File: src/rtl/load_store_unit_if.sv
// Data-memory bus between the load/store unit and memory: a req/gnt address
// phase followed, for loads only, by an rvalid data phase.
interface load_store_unit_if #(
    parameter int WIDTH = 32
);
    // Handshake: the master raises mem_req_o with every mem_* field stable and
    // holds them until a cycle in which mem_gnt_i is high; that cycle is the
    // transfer. A load then completes when mem_rvalid_i is high, with
    // mem_rdata_i valid in that same cycle. rvalid never coincides with its
    // own gnt.
    logic             mem_req_o;
    logic             mem_we_o;
    logic [WIDTH-1:0] mem_addr_o;
    logic [3:0]       mem_be_o;
    logic [WIDTH-1:0] mem_wdata_o;
    logic             mem_gnt_i;
    logic             mem_rvalid_i;
    logic [WIDTH-1:0] mem_rdata_i;

    modport master (
        output mem_req_o, mem_we_o, mem_addr_o, mem_be_o, mem_wdata_o,
        input  mem_gnt_i, mem_rvalid_i, mem_rdata_i
    );

    modport slave (
        input  mem_req_o, mem_we_o, mem_addr_o, mem_be_o, mem_wdata_o,
        output mem_gnt_i, mem_rvalid_i, mem_rdata_i
    );
endinterface

File: src/rtl/load_store_unit.sv
// Memory stage: runs one data-memory transaction per accepted request and
// returns extended load data, or flags misaligned/illegal accesses locally.
module load_store_unit #(
    parameter int WIDTH = 32
) (
    input  logic              clk,
    input  logic              rst,
    input  logic              valid_i,
    input  logic              we_i,
    input  logic [2:0]        funct3_i,
    input  logic [WIDTH-1:0]  addr_i,
    input  logic [WIDTH-1:0]  wdata_i,
    output logic              busy_o,
    output logic              done_o,
    output logic              err_o,
    output logic [WIDTH-1:0]  rdata_o,
    output logic [1:0]        dbg_state,
    load_store_unit_if.master mem
);
    typedef enum logic [1:0] {IDLE = 2'd0, REQ = 2'd1, WAIT = 2'd2} state_t;

    state_t           state_q, state_d;
    logic [2:0]       funct3_q;
    logic [1:0]       off_q;
    logic             done_q, err_q;
    logic [WIDTH-1:0] rdata_q;
    logic             accept, reject, store_done, load_done;

    function automatic logic is_illegal(input logic we, input logic [2:0] f3,
                                        input logic [1:0] off);
        logic bad_code, misaligned;
        bad_code = we ? (f3 >= 3'b011)
                      : (f3 == 3'b011 || f3 == 3'b110 || f3 == 3'b111);
        case (f3[1:0])
            2'b01:   misaligned = off[0];
            2'b10:   misaligned = (off != 2'b00);
            default: misaligned = 1'b0;
        endcase
        return bad_code || misaligned;
    endfunction

    function automatic logic [3:0] be_for(input logic [2:0] f3, input logic [1:0] off);
        case (f3[1:0])
            2'b00:   return 4'b0001 << off;
            2'b01:   return off[1] ? 4'b1100 : 4'b0011;
            default: return 4'b1111;
        endcase
    endfunction

    function automatic logic [WIDTH-1:0] store_lanes(input logic [2:0] f3,
                                                     input logic [WIDTH-1:0] d);
        case (f3[1:0])
            2'b00:   return {4{d[7:0]}};
            2'b01:   return {2{d[15:0]}};
            default: return d;
        endcase
    endfunction

    function automatic logic [WIDTH-1:0] load_extend(input logic [2:0] f3,
                                                     input logic [1:0] off,
                                                     input logic [WIDTH-1:0] word);
        logic [7:0]  b;
        logic [15:0] h;
        b = word[{off, 3'b000} +: 8];
        h = word[{off[1], 4'b0000} +: 16];
        case (f3)
            3'b000:  return {{24{b[7]}}, b};
            3'b100:  return {24'd0, b};
            3'b001:  return {{16{h[15]}}, h};
            3'b101:  return {16'd0, h};
            default: return word;
        endcase
    endfunction

    always_ff @(posedge clk) begin
        if (rst) state_q <= IDLE;
        else     state_q <= state_d;
    end

    always_comb begin
        state_d    = state_q;
        accept     = 1'b0;
        reject     = 1'b0;
        store_done = 1'b0;
        load_done  = 1'b0;
        case (state_q)
            IDLE: begin
                if (valid_i) begin
                    if (is_illegal(we_i, funct3_i, addr_i[1:0])) begin
                        reject = 1'b1;
                    end else begin
                        accept  = 1'b1;
                        state_d = REQ;
                    end
                end
            end
            REQ: begin
                if (mem.mem_gnt_i) begin
                    // Stores finish at grant; loads still owe a data phase.
                    if (mem.mem_we_o) begin
                        store_done = 1'b1;
                        state_d    = IDLE;
                    end else begin
                        state_d = WAIT;
                    end
                end
            end
            WAIT: begin
                if (mem.mem_rvalid_i) begin
                    load_done = 1'b1;
                    state_d   = IDLE;
                end
            end
            default: state_d = IDLE;
        endcase
    end

    always_ff @(posedge clk) begin
        if (rst) begin
            funct3_q        <= 3'd0;
            off_q           <= 2'd0;
            done_q          <= 1'b0;
            err_q           <= 1'b0;
            rdata_q         <= '0;
            mem.mem_req_o   <= 1'b0;
            mem.mem_we_o    <= 1'b0;
            mem.mem_addr_o  <= '0;
            mem.mem_be_o    <= 4'd0;
            mem.mem_wdata_o <= '0;
        end else begin
            done_q <= reject | store_done | load_done;
            err_q  <= reject;
            if (accept) begin
                funct3_q        <= funct3_i;
                off_q           <= addr_i[1:0];
                mem.mem_req_o   <= 1'b1;
                mem.mem_we_o    <= we_i;
                mem.mem_addr_o  <= {addr_i[WIDTH-1:2], 2'b00};
                mem.mem_be_o    <= be_for(funct3_i, addr_i[1:0]);
                mem.mem_wdata_o <= store_lanes(funct3_i, wdata_i);
            end
            if (state_q == REQ && mem.mem_gnt_i) mem.mem_req_o <= 1'b0;
            if (load_done) rdata_q <= load_extend(funct3_q, off_q, mem.mem_rdata_i);
        end
    end

    assign busy_o    = (state_q != IDLE);
    assign done_o    = done_q;
    assign err_o     = err_q;
    assign rdata_o   = rdata_q;
    assign dbg_state = state_q;
endmodule

File: src/flat_wrapper.sv
// flat-port wrapper written by rule: the top's interface ports become plain ports
module load_store_unit_flat 
#(
    parameter int WIDTH = 32
)
  (clk, rst, valid_i, we_i, funct3_i, addr_i, wdata_i, busy_o, done_o, err_o, rdata_o, dbg_state, mem_mem_req_o, mem_mem_we_o, mem_mem_addr_o, mem_mem_be_o, mem_mem_wdata_o, mem_mem_gnt_i, mem_mem_rvalid_i, mem_mem_rdata_i);
  load_store_unit_if #(.WIDTH(WIDTH)) mem_i ();
  input  logic clk;
  input  logic rst;
  input  logic valid_i;
  input  logic we_i;
  input  logic [2:0] funct3_i;
  input  logic [WIDTH-1:0] addr_i;
  input  logic [WIDTH-1:0] wdata_i;
  output logic busy_o;
  output logic done_o;
  output logic err_o;
  output logic [WIDTH-1:0] rdata_o;
  output logic [1:0] dbg_state;
  output wire logic [$bits(mem_i.mem_req_o)-1:0] mem_mem_req_o;
  output wire logic [$bits(mem_i.mem_we_o)-1:0] mem_mem_we_o;
  output wire logic [$bits(mem_i.mem_addr_o)-1:0] mem_mem_addr_o;
  output wire logic [$bits(mem_i.mem_be_o)-1:0] mem_mem_be_o;
  output wire logic [$bits(mem_i.mem_wdata_o)-1:0] mem_mem_wdata_o;
  input wire logic [$bits(mem_i.mem_gnt_i)-1:0] mem_mem_gnt_i;
  input wire logic [$bits(mem_i.mem_rvalid_i)-1:0] mem_mem_rvalid_i;
  input wire logic [$bits(mem_i.mem_rdata_i)-1:0] mem_mem_rdata_i;
  assign mem_mem_req_o = mem_i.mem_req_o;
  assign mem_mem_we_o = mem_i.mem_we_o;
  assign mem_mem_addr_o = mem_i.mem_addr_o;
  assign mem_mem_be_o = mem_i.mem_be_o;
  assign mem_mem_wdata_o = mem_i.mem_wdata_o;
  assign mem_i.mem_gnt_i = mem_mem_gnt_i;
  assign mem_i.mem_rvalid_i = mem_mem_rvalid_i;
  assign mem_i.mem_rdata_i = mem_mem_rdata_i;
  load_store_unit #(.WIDTH(WIDTH)) u_core (.clk(clk), .rst(rst), .valid_i(valid_i), .we_i(we_i), .funct3_i(funct3_i), .addr_i(addr_i), .wdata_i(wdata_i), .busy_o(busy_o), .done_o(done_o), .err_o(err_o), .rdata_o(rdata_o), .dbg_state(dbg_state), .mem(mem_i));
endmodule
File: config.mk
export PLATFORM = sky130hd
export DESIGN_NAME = load_store_unit_flat
export DESIGN_NICKNAME = d
export VERILOG_FILES = /design/src/rtl/load_store_unit_if.sv /design/src/rtl/load_store_unit.sv /design/src/flat_wrapper.sv
export SDC_FILE = /design/constraint.sdc
export NUM_CORES = 1
export LEC_CHECK = 0
export ABC_CLOCK_PERIOD_IN_PS = 2900
export CAP_MARGIN = 20
export CORE_MARGIN = 2
export CORE_UTILIZATION = 43
export DETAILED_ROUTE_END_ITERATION = 10
export PLACE_DENSITY = 0.81
export SLEW_MARGIN = 25
export SYNTH_ARGS = -nofsm -noshare
export SYNTH_HDL_FRONTEND = slang
export SYNTH_SLANG_ARGS = --single-unit
File: constraint.sdc
create_clock -name clk -period 2.9 [get_ports clk]
set_input_delay 0.58 -clock clk [delete_from_list [all_inputs] [get_ports clk]]
set_output_delay 0.58 -clock clk [all_outputs]
set_load 0.03 [all_outputs]
==> results.sh <==
export IMPL_whs_path_depth=1
export IMPL_relSlewSlack_pct=38.04
export IMPL_ys_seq_area_share_pct=42.95
export IMPL_synth_edf_count=0
export IMPL_die_h_um=112.7
export IMPL_clkPwrFrac_pct=34.0
export IMPL_slowest_stage="clkdlybuf4s50_1"
export IMPL_antenna_left=0
export IMPL_remaining_drc_errors=0
export IMPL_via_count=5700
export IMPL_path_clk_slew_ns=0.07
export IMPL_slew_violations=0
export IMPL_synth_area_leaders="dfxtp_1 43%, a21oi_1 7.1%, o31ai_1 6.6%, nand4_1 5.4%, a311oi_1 4.7%"
export IMPL_clock_path_buffers=2
export IMPL_core_sq_mm=0.01147
export IMPL_first_iter_violations=625
export IMPL_hold_viol=0
export IMPL_stdcell_area_sq_mm=0.007689
export IMPL_hold_end="u_core.mem.mem_req_o"
export IMPL_r2r_start="u_core.off_q[0]"
export IMPL_fin_crit_ns=2.497
export IMPL_cts_buffers=9
export IMPL_dr_pass1_iters=5
export IMPL_setup_violations=0
export IMPL_synthesis_instances=601
export IMPL_vias_per_cell=6.176
export IMPL_dp_hpwl_um=12610
export IMPL_p_per_area_mw_per_mm2=520.7
export IMPL_worstHoldPathType="flop to flop"
export IMPL_ir_drop_uv=581.9
export IMPL_crit_fanout=19
export IMPL_grt_antenna_before_repair=0
export IMPL_placed_cell_area_sq_mm=0.007356
export IMPL_synth_area_sq_mm=0.005081
export IMPL_area_growth_pct=51.32
export IMPL_start_kind="input pin"
export IMPL_r2r_setup_slack_ns=0.94
export IMPL_portBuffers=209
export IMPL_yosysWarnings=0
export IMPL_grt_pass1_vias=5489
export IMPL_ys_ff_latch=109
export IMPL_grt_first_pass_wirelength_um=28700
export IMPL_power_mw=4.004
export IMPL_cp_end_kind="flop"
export IMPL_drt_wl_total_um=18240
export IMPL_cp_arrival_ns=2.68
export IMPL_finalClockSkew_ns=0.01002
export IMPL_rsz0062_at_grt="no"
export IMPL_fin_tns_setup_ns=0
export IMPL_async_flop_share_pct=0
export IMPL_clockRootBuffer="clkbuf_16"
export IMPL_path_cells="clkdlybuf4s50_1 -> inv_1 -> ha_1 -> and3_1 -> or2_2 -> buf_4 -> o31ai_1 -> a21oi_1"
export IMPL_synth_most_common_cell="dfxtp_1"
export IMPL_num_io_pins=212
export IMPL_p_comb_share_pct=25.2
export IMPL_r2r_end="u_core.rdata_o[31]"
export IMPL_worstSetupPathType="input pin to flop"
export IMPL_switching_share_pct=29.96
export IMPL_ys_flop_type="dfxtp_1"
export IMPL_nets=884
export IMPL_fin_cells=923
export IMPL_max_stage_delay_ns=0.57
export IMPL_wl_per_cell_um=19.76
export IMPL_cp_required_ns=3.08
export IMPL_htreeDepth=3
export IMPL_post_cts_resized=0
export IMPL_syn_avg_cell_area_sq_um=8.454
export IMPL_start_util_pct=44.31
export IMPL_postCtsHoldBufs=0
export IMPL_cap_viol_max_count=0
export IMPL_synth_cell_types=50
export IMPL_status="finished, final reports clean"
export IMPL_grt_overflow=0
export IMPL_p_int_mw=2.804
export IMPL_synthTopCellsByCount="109 x dfxtp_1, 72 x a21oi_1, 61 x nand2_1, 51 x clkbuf_1, 45 x o31ai_1"
export IMPL_synth_top_cell_by_area="dfxtp_1"
export IMPL_die_area_sq_mm=0.01270
export IMPL_worstMarginPinSlew_ns=0.9295
export IMPL_rows=39
export IMPL_post_route_period_util_pct=86.12
export IMPL_fmax_mhz=400.4
export IMPL_leakagePower_nw=2.668
export IMPL_hp_start="u_core.mem.mem_req_o"
export IMPL_synth_top_area_share_pct=42.95
export IMPL_grtUsageTotal_pct=27.76
export IMPL_antenna_cells=0
export IMPL_cts_tree="done"
export IMPL_grt_max_degree=88
export IMPL_seqPwrFrac_pct=40.9
export IMPL_power_switching_mw=1.200
export IMPL_postCtsSetupRepairBufs=0
export IMPL_clk_latency_ns=0.35
export IMPL_gp_congestion=0.8942
export IMPL_worst_r2r_path_depth=5
export IMPL_final_layout_size_suffix_gt1_share_pct=7.692
export IMPL_placedCellCount=907
export IMPL_die_x_um=112.7
export IMPL_cts_sinks=109
-- kinds of logic after synthesis --
logic type	share of synthesized area, %
fa+ha+maj	0.9850
flops	42.95
compound gates	30.58
buf+inv	6.427
simple gates	16.15
other cells	0.07380
mux	2.832
-- routing by layer --
metal / GRT usage, % / vias to the layer above / part of all wire (%)
li1: - / 2627 / -
met1: 35.51 / 2739 / 41
met2: 45.03 / 285 / 48
met3: 6.213 / 49 / 7.7
met4: 12.44 / 0 / 3.8
met5: 0 / - / 0
-- cell usage in the layout, fill, tap and decap left out, types with 2 or more instances in the layout --
master | netlist | final
nand2b_1 | 10 | 10
clkdlybuf4s50_1 | 0 | 208
a21oi_1 | 72 | 72
nand4_1 | 44 | 44
a22oi_1 | 8 | 8
a311oi_1 | 27 | 27
o21ai_0 | 32 | 32
o31ai_1 | 45 | 45
mux2_2 | 7 | 7
nor2_1 | 16 | 16
nor3_1 | 3 | 3
a31oi_1 | 28 | 28
clkinv_4 | 0 | 2
nor2b_1 | 2 | 2
dfxtp_1 | 109 | 109
a211oi_1 | 8 | 8
a222oi_1 | 2 | 2
nand3b_1 | 9 | 9
nand2_1 | 61 | 61
or2_2 | 2 | 2
bufinv_16 | 0 | 2
o221ai_1 | 2 | 2
conb_1 | 1 | 2
mux2i_1 | 2 | 2
or3_1 | 2 | 2
buf_4 | 3 | 16
inv_1 | 9 | 9
mux4_2 | 2 | 2
nor3b_1 | 2 | 2
ha_1 | 4 | 4
buf_12 | 0 | 8
clkbuf_16 | 0 | 9
-- through the flow --
stage / worst slack, ns / hold WS [ns] / utilization (%)
2_1_floorplan: 0.7223 / 0.4619 / -
6_report: 0.4026 / 0.4690 / 67.05
3_3_place_gp: 0.1941 / 0.4437 / 64.15
5_1_grt: 0.3084 / 0.4772 / 67.05
3_5_place_dp: 0.07074 / 0.4555 / 64.15
4_1_cts: 0.4370 / 0.4705 / 67.05
-- worst max path at each step --
| stage | start | to | slack, ns | depth (start not counted) |
|---|---|---|---|---|
| 3_5_place_dp | funct3_i[1] | u_core.mem.mem_addr_o[12] | 0.07 | 8 |
| 6_report | funct3_i[1] | u_core.mem.mem_addr_o[12] | 0.40 | 8 |
| 5_1_grt | funct3_i[1] | u_core.done_o | 0.31 | 8 |
| 4_1_cts | funct3_i[1] | u_core.mem.mem_addr_o[12] | 0.44 | 8 |
| 2_1_floorplan | funct3_i[1] | u_core.mem.mem_wdata_o[15] | 0.72 | 9 |
| 3_3_place_gp | funct3_i[1] | u_core.mem.mem_wdata_o[22] | 0.19 | 8 |
-- power by group through the flow --
stage               registers (mW)  logic (mW)  clock network (mW)
global route                  1.65        1.06                1.44
CTS                           1.64        1.00                1.39
global placement              1.67       0.973                   0
finish                        1.64        1.01                1.36
floorplan                     1.81       0.377                   0
detailed placement            1.67       0.995                   0
-- flip-flops by register name, indices dropped and copies added (netlist names), 2 cells and up --
register and count:
u_core.off_q 2, u_core.rdata_o 32, u_core.mem.mem_wdata_o 32, u_core.funct3_q 3, u_core.dbg_state 2, u_core.mem.mem_addr_o 30
u_core.mem.mem_be_o 4
-- worst max-delay path: cells and delay by family --
family / cells / cell delay, ns
AO/OA/AOI/OAI: 2 / 0.40
AND/OR/NAND/NOR: 2 / 0.53
buffers and inverters: 3 / 0.88
adder cells (fa/ha/maj): 1 / 0.29
-- area by class of cell --
class | count | area [sq um]
Timing Repair Buffer | 233 | 2367
Sequential cell | 109 | 2182
Tap cell | 143 | 178.9
Clock inverter | 6 | 93.84
Clock buffer | 10 | 239.0
Inverter | 9 | 33.78
Multi-Input combinational cell | 413 | 2594
Fill cell | 944 | 3779
No activity file was read; power rests on OpenSTA's default activity.
